<file path="config.mk">
export PLATFORM = sky130hd
export DESIGN_NAME = iob_wstrb_byte_sequencer
export DESIGN_NICKNAME = d
export VERILOG_FILES = /design/src/rtl/iob_wstrb_byte_sequencer.sv
export SDC_FILE = /design/constraint.sdc
export NUM_CORES = 1
export LEC_CHECK = 0
export BUFFER_PORTS_ARGS = -buffer_cell sky130_fd_sc_hd__buf_4
export CORE_MARGIN = 2
export CORE_UTILIZATION = 35
export CTS_CLUSTER_DIAMETER = 120
export CTS_CLUSTER_SIZE = 30
export DETAILED_ROUTE_END_ITERATION = 12
export MAX_ROUTING_LAYER = met4
export SLEW_MARGIN = 15
export SYNTH_ARGS = -nofsm -noshare
export SYNTH_HDL_FRONTEND = slang
export SYNTH_SLANG_ARGS = --single-unit
</file>
<file path="constraint.sdc">
create_clock -name clk_i -period 1.2 [get_ports clk_i]
set_input_delay 0.24 -clock clk_i [delete_from_list [all_inputs] [get_ports clk_i]]
set_output_delay 0.24 -clock clk_i [all_outputs]
set_load 0.05 [all_outputs]
</file>
<file path="src/rtl/iob_wstrb_byte_sequencer.sv">
// ---------------------------------------------------------------------------
// iob_wstrb_byte_sequencer
//
// Purpose:
//   Accepts one word-wide write (address, data, byte strobe) from an upstream
//   valid/ready port and replays it as a series of single-byte writes on a
//   byte-wide downstream port, lowest enabled byte lane first. A request
//   with an all-zero strobe is retired immediately without any downstream
//   traffic. done_o pulses once per retired request.
//
// Ports:
//   clk_i      clock, rising edge
//   rst_i      synchronous active-high reset
//   s_valid_i  upstream request valid
//   s_addr_i   upstream byte address (low $clog2(N) bits ignored)
//   s_wdata_i  upstream write data, lane k = bits [8k+7:8k]
//   s_wstrb_i  upstream byte strobe
//   s_ready_o  upstream ready (high only while idle)
//   m_valid_o  downstream byte write valid
//   m_addr_o   downstream byte address
//   m_wdata_o  downstream byte data
//   m_ready_i  downstream ready
//   done_o     one-cycle pulse when a request is fully retired
//   busy_o     high while sub-writes are pending
// ---------------------------------------------------------------------------
module iob_wstrb_byte_sequencer #(
  parameter int DATA_W = 32,
  parameter int ADDR_W = 32
) (
  input  logic                  clk_i,
  input  logic                  rst_i,
  input  logic                  s_valid_i,
  input  logic [ADDR_W-1:0]     s_addr_i,
  input  logic [DATA_W-1:0]     s_wdata_i,
  input  logic [DATA_W/8-1:0]   s_wstrb_i,
  output logic                  s_ready_o,
  output logic                  m_valid_o,
  output logic [ADDR_W-1:0]     m_addr_o,
  output logic [7:0]            m_wdata_o,
  input  logic                  m_ready_i,
  output logic                  done_o,
  output logic                  busy_o
);

  localparam int N     = DATA_W / 8;
  localparam int OFF_W = $clog2(N);

  // Clears the lane-offset bits of an address so base | off never carries.
  localparam logic [ADDR_W-1:0] BASE_MASK = {{(ADDR_W-OFF_W){1'b1}}, {OFF_W{1'b0}}};

  typedef enum logic [0:0] {
    ST_IDLE  = 1'b0,
    ST_ISSUE = 1'b1
  } state_t;

  state_t              r_state;
  logic [ADDR_W-1:0]   r_base_addr;
  logic [DATA_W-1:0]   r_data;
  logic [N-1:0]        r_pend;
  logic                r_done;

  logic [OFF_W-1:0]    w_off;
  logic [N-1:0]        w_lane_mask;
  logic [N-1:0]        w_pend_next;

  // Index of the lowest set bit; scanning downward lets the lowest hit win.
  function automatic logic [OFF_W-1:0] f_lowest_idx(input logic [N-1:0] mask);
    logic [OFF_W-1:0] idx;
    idx = {OFF_W{1'b0}};
    for (int k = N - 1; k >= 0; k--) begin
      if (mask[k]) begin
        idx = OFF_W'(k);
      end else begin
        idx = idx;
      end
    end
    return idx;
  endfunction

  assign w_off       = f_lowest_idx(r_pend);
  assign w_lane_mask = {{(N-1){1'b0}}, 1'b1} << w_off;
  assign w_pend_next = r_pend & ~w_lane_mask;

  // Control state, latched request and done pulse.
  always_ff @(posedge clk_i) begin
    if (rst_i) begin
      r_state     <= ST_IDLE;
      r_base_addr <= {ADDR_W{1'b0}};
      r_data      <= {DATA_W{1'b0}};
      r_pend      <= {N{1'b0}};
      r_done      <= 1'b0;
    end else begin
      r_done <= 1'b0;
      case (r_state)
        ST_IDLE: begin
          if (s_valid_i) begin
            r_base_addr <= s_addr_i & BASE_MASK;
            r_data      <= s_wdata_i;
            r_pend      <= s_wstrb_i;
            if (|s_wstrb_i) begin
              r_state <= ST_ISSUE;
            end else begin
              // Empty strobe: nothing to replay, retire immediately.
              r_done <= 1'b1;
            end
          end
        end
        ST_ISSUE: begin
          if (m_ready_i) begin
            r_pend <= w_pend_next;
            if (w_pend_next == {N{1'b0}}) begin
              r_state <= ST_IDLE;
              r_done  <= 1'b1;
            end
          end
        end
        default: begin
          r_state <= ST_IDLE;
          r_pend  <= {N{1'b0}};
        end
      endcase
    end
  end

  // Handshake outputs depend on the state register only.
  assign s_ready_o = (r_state == ST_IDLE);
  assign m_valid_o = (r_state == ST_ISSUE);
  assign busy_o    = (r_state == ST_ISSUE);
  assign done_o    = r_done;

  // Byte address/data come purely from registers, so they hold during stalls.
  assign m_addr_o  = r_base_addr | {{(ADDR_W-OFF_W){1'b0}}, w_off};
  assign m_wdata_o = r_data[{w_off, 3'b000} +: 8];

endmodule

</file>
Word level (Yosys, flattened, before mapping) --
Index checks and enable logic that the tools add are counted.
Cells by class: equal/unequal tests 2, shift-type cells 2, mux-type cells 17, bitwise operators 4, reductions and logical operators 4
Operators by type and width (count):
- OR 32 x 2 -> 32 bit | 1
- indexed part select 32 x 6 -> 8 bit | 1
- two-way mux 1 bit | 8
- two-way mux 2 bit | 4
- two-way mux 4 bit | 2
- case mux 4 bit (2 select lines) | 1
- AND 4 bit | 1
- logical NOT 4 bit | 1
- inequality test 2 bit (second input constant) | 2
- NOT 4 bit | 1
- case mux 1 bit (2 select lines) | 2
- AND reduction 2 bit | 2
- OR reduction 4 bit | 1
- left shift 1 x 2 -> 4 bit (first input constant) | 1
- NOT 1 bit | 1
Word-level totals: register bits 68, bits of input ports 72, output and inout bits 44, word-level logic and storage cells 34

Longest topological paths before layout --
depth in word-level cells 11, mapped depth 6, depth with buffers taken out 3

Worst setup path after synthesis --
OpenSTA, ideal clock, no wires.
kind register to output, start reg r_pend[2], end out m_addr_o[1], arrival time 1720 ps, data required time 960 ps, path slack -760 ps, cell stages (with the launch flop) 4, buffers on the path 1, cells stage by stage dfxtp_1 -> clkbuf_1 -> nor2_1 -> nor3_1
Between the ends: cells in the longest elaborated chain, start to end 4
RTL lines:
- from (decl) | RTL line 59 | logic [N-1:0] r_pend;
- from (signal assigned) | RTL line 90 | r_pend <= {N{1'b0}};
- from (signal assigned) | RTL line 99 | r_pend <= s_wstrb_i;
- from (signal assigned) | RTL line 110 | r_pend <= w_pend_next;
- two-way mux 2 bit (3 in a row) | RTL line 71 | if (mask[k]) begin
- OR 32 x 2 -> 32 bit | RTL line 132 | assign m_addr_o = r_base_addr | {{(ADDR_W-OFF_W){1'b0}}, w_off};
- to (decl) | RTL line 38 | output logic [ADDR_W-1:0] m_addr_o,
No other way between the ends.

Worst setup path in the final report --
start reg r_pend[2], end out m_wdata_o[7]
Between the ends: cells in the longest elaborated chain, start to end 4
RTL lines:
- two-way mux 2 bit (3 in a row) | RTL line 71
- indexed part select 32 x 6 -> 8 bit | RTL line 133 | assign m_wdata_o = r_data[{w_off, 3'b000} +: 8];
- to (decl) | RTL line 39 | output logic [7:0] m_wdata_o,
No other way between the ends.

==> flow_summary.yaml <==
critical_path:
  arrival_ps: 1490
  required_ps: 960
  ff2ff_setup_slack_ps: -100
  crit_buf_inv: 2
  critPathLaunchType: "flop"
  crit_type: "reg2out"
  path_cells: "nor3_2, or2_4, buf_6, a22o_4, buf_6"
  cpMaxStageDelayCell: "dfxtp_2"
  crit_path_max_incr_delay_ps: 360
  cp_top_family: "flip-flops"
  path_max_fanout: 5
  end_kind: "primary output"
  r2r_cells: 6
  crit_top_cell: "buf_6"
  path_depth: 5
finish:
  nets: 562
  antenna-diode-count: 0
  multiInputGateArea_um2: 1480
  area_growth_syn_to_layout_pct: 60.5
  final-seq-area_um2: 1370
  fin_cells: 595
  final_cell_mix: "nand2_1 (126), buf_4 (107), dfxtp_1 (63)"
  fillCellCount: 723
  mostFrequentLayoutCell: "nand2_1"
  drive_gt1_frac: 0.454
timing:
  rsz0062_at_grt: "true"
  hold_violations: 0
  fin_worst_skew_ps: 5.65
  slew_headroom: 0.707
  tightest_slew_ps: 440
  final_max_slew_viol_count: 0
  postLayoutSetupSlackWorst_ps: -530
  min_period_ps: 1730
  period_share: 1.44
  setup_viol: 49
  fmax_mhz: 578
  fin_tns_setup_ps: -6650
grt:
  grt_antenna_before_repair: 0
  grt_max_degree: 47
  track_usage: 0.181
  grt_pass1_wl_mm: 12.3
  grt_remaining_overflow: 0
  grt_pass1_vias: 2584
cts:
  root_buffer: "clkbuf_8"
  clkSinkCount: 68
  h-tree-depth: 3
  numCtsBuffers: 9
  path_clk_slew_ps: 70
  clock_latency_ps: 330
  ctsHoldBuffers: 0
  cts_tree: "done"
  clk_path_buf_depth: 2
die:
  ios: 116
  num_rows: 32
  die_x_um: 94.1
  initial_core_util: 0.364
  die_y_um: 94.1
  design.core.area_um2: 7810
  dieArea_um2: 8860
logic_synthesis:
  yosys-top-cells-area: "dfxtp_1 (48%), nand2_1 (18%), a21oi_1 (11%), a21oi_2 (6.2%), a22o_1 (2.8%)"
  synth_cells: 367
  synthesis.nets: 439
  yosys.area.top_type: "dfxtp_1"
  ys_seq_area_frac: 0.479
  ys_seq_elements: 68
  syn_area_um2: 2840
  synth_top_area_frac: 0.479
  ys.warnings.count: 0
  syn_avg_cell_area_um2: 7.75
  synth_cell_types: 26
run_status:
  status: "complete, but fails checks"
  violations: "negative setup slack"
power_and_ir_drop:
  leakage_nw: 1.94
  p_total_mw: 6.05
  ir_worst_vdd_uv: 785
  power-per-cell-area_nw_per_um2: 1320
place:
  hpwl_mm: 5.51
  dp.cells: 565
  port_buffers: 113
  finalWeightedCongestion: 0.816
  dp_slack_ps: -227
run:
  maxCapViolCount: 0
drt:
  avgViaCountPerCell: 4.93
  num_vias: 2931
  drtIter0Drc: 99
  drtAntennaViolNets: 0
  drc: 0
  dr.pass1.iters: 4
  wl_per_cell_um: 15.1
  finalWirelength_mm: 9.00
min_path:
  min_path_type: "in2reg"
  whs_path_depth: 3
-- repair_timing --
action | CTS | global route
endpoints found under the setup margin | 14 | 28
cloned | 0 | 8
buffers inserted | 1 | 7
resized for setup | 19 | 49
pin swaps | 1 | 6
-- through the flow --
step                area, um^2   util  hold WS (ps)
finish                    4560  0.585           144
global route              4560  0.585           139
CTS                       4180  0.535           134
detailed placement        3930  0.503           446
global placement          3930  0.503           442
floorplan                 2990      -           369
-- synth_stat cells --
library cell  count
a211oi_1          1
a21oi_1          64
buf_4             7
nand2_1         135
o21ai_0           9
buf_2            13
clkbuf_1          8
nand3_1           2
nand3b_1          1
nor2b_1           1
buf_1             1
o211ai_1          1
a21oi_2          20
dfxtp_1          68
buf_6             2
o21ba_1           1
buf_12            1
nand2b_1          1
inv_1            10
or2_1             1
nor3_1            3
a22o_1            9
or4_1             1
o41ai_1           1
nor2_1            4
a211o_1           2
-- worst min-delay path: cells and delay by family --
family | cells | cell delay (ps)
compound gates | 1 | 40
buf+inv | 1 | 110
simple gates | 1 | 50
-- layout make-up --
class                      instances  share of cell area
clock inverter                     3             0.00877
timing repair buffer             143               0.302
inverter                          10             0.00822
tap                              102              0.0280
clock buffer                      11              0.0288
sequential                        68               0.300
multi-input combinational        258               0.324
-- flip-flops by register name (all words and copies together), names as in the netlist --
name and cells:
busy_o 1, r_pend 4, r_data 32, done_o 1
r_base_addr 30
-- power breakdown --
| part | leakage (nW) | total (mW) | switching (mW) | internal, mW |
|---|---|---|---|---|
| clock network | 0.0890 | 1.76 | 0.828 | 0.933 |
| registers | 0.561 | 2.49 | 0.0855 | 2.40 |
| logic | 1.29 | 1.80 | 1.01 | 0.790 |
| total | 1.94 | 6.05 | 1.92 | 4.12 |
-- per-layer routing --
metal / vias to the layer above / routed length [um] / track usage
met5: - / 0 / -
met4: 0 / 69 / 0.0507
met3: 12 / 523 / 0.0369
met2: 110 / 4310 / 0.279
met1: 1362 / 4100 / 0.242
li1: 1447 / - / -
-- worst paths after layout --
kind | start | endpoint
worst max register to register | busy_o | r_base_addr[16]
worst min-delay path | s_wdata_i[24] | r_data[24]
worst min register to register | r_base_addr[6] | r_base_addr[6]
worst max-delay path | r_pend[2] | m_wdata_o[7]
-- cells by family (layout without fill, tap and decap cells) --
family	count (synthesis)	count (layout)	synth area share
AOI/OAI and AO/OA	108	108	0.236
buffers and inverters	42	167	0.0814
DFF	68	68	0.479
and+or+nand+nor	149	150	0.204
No activity file was read; power rests on OpenSTA's default activity.
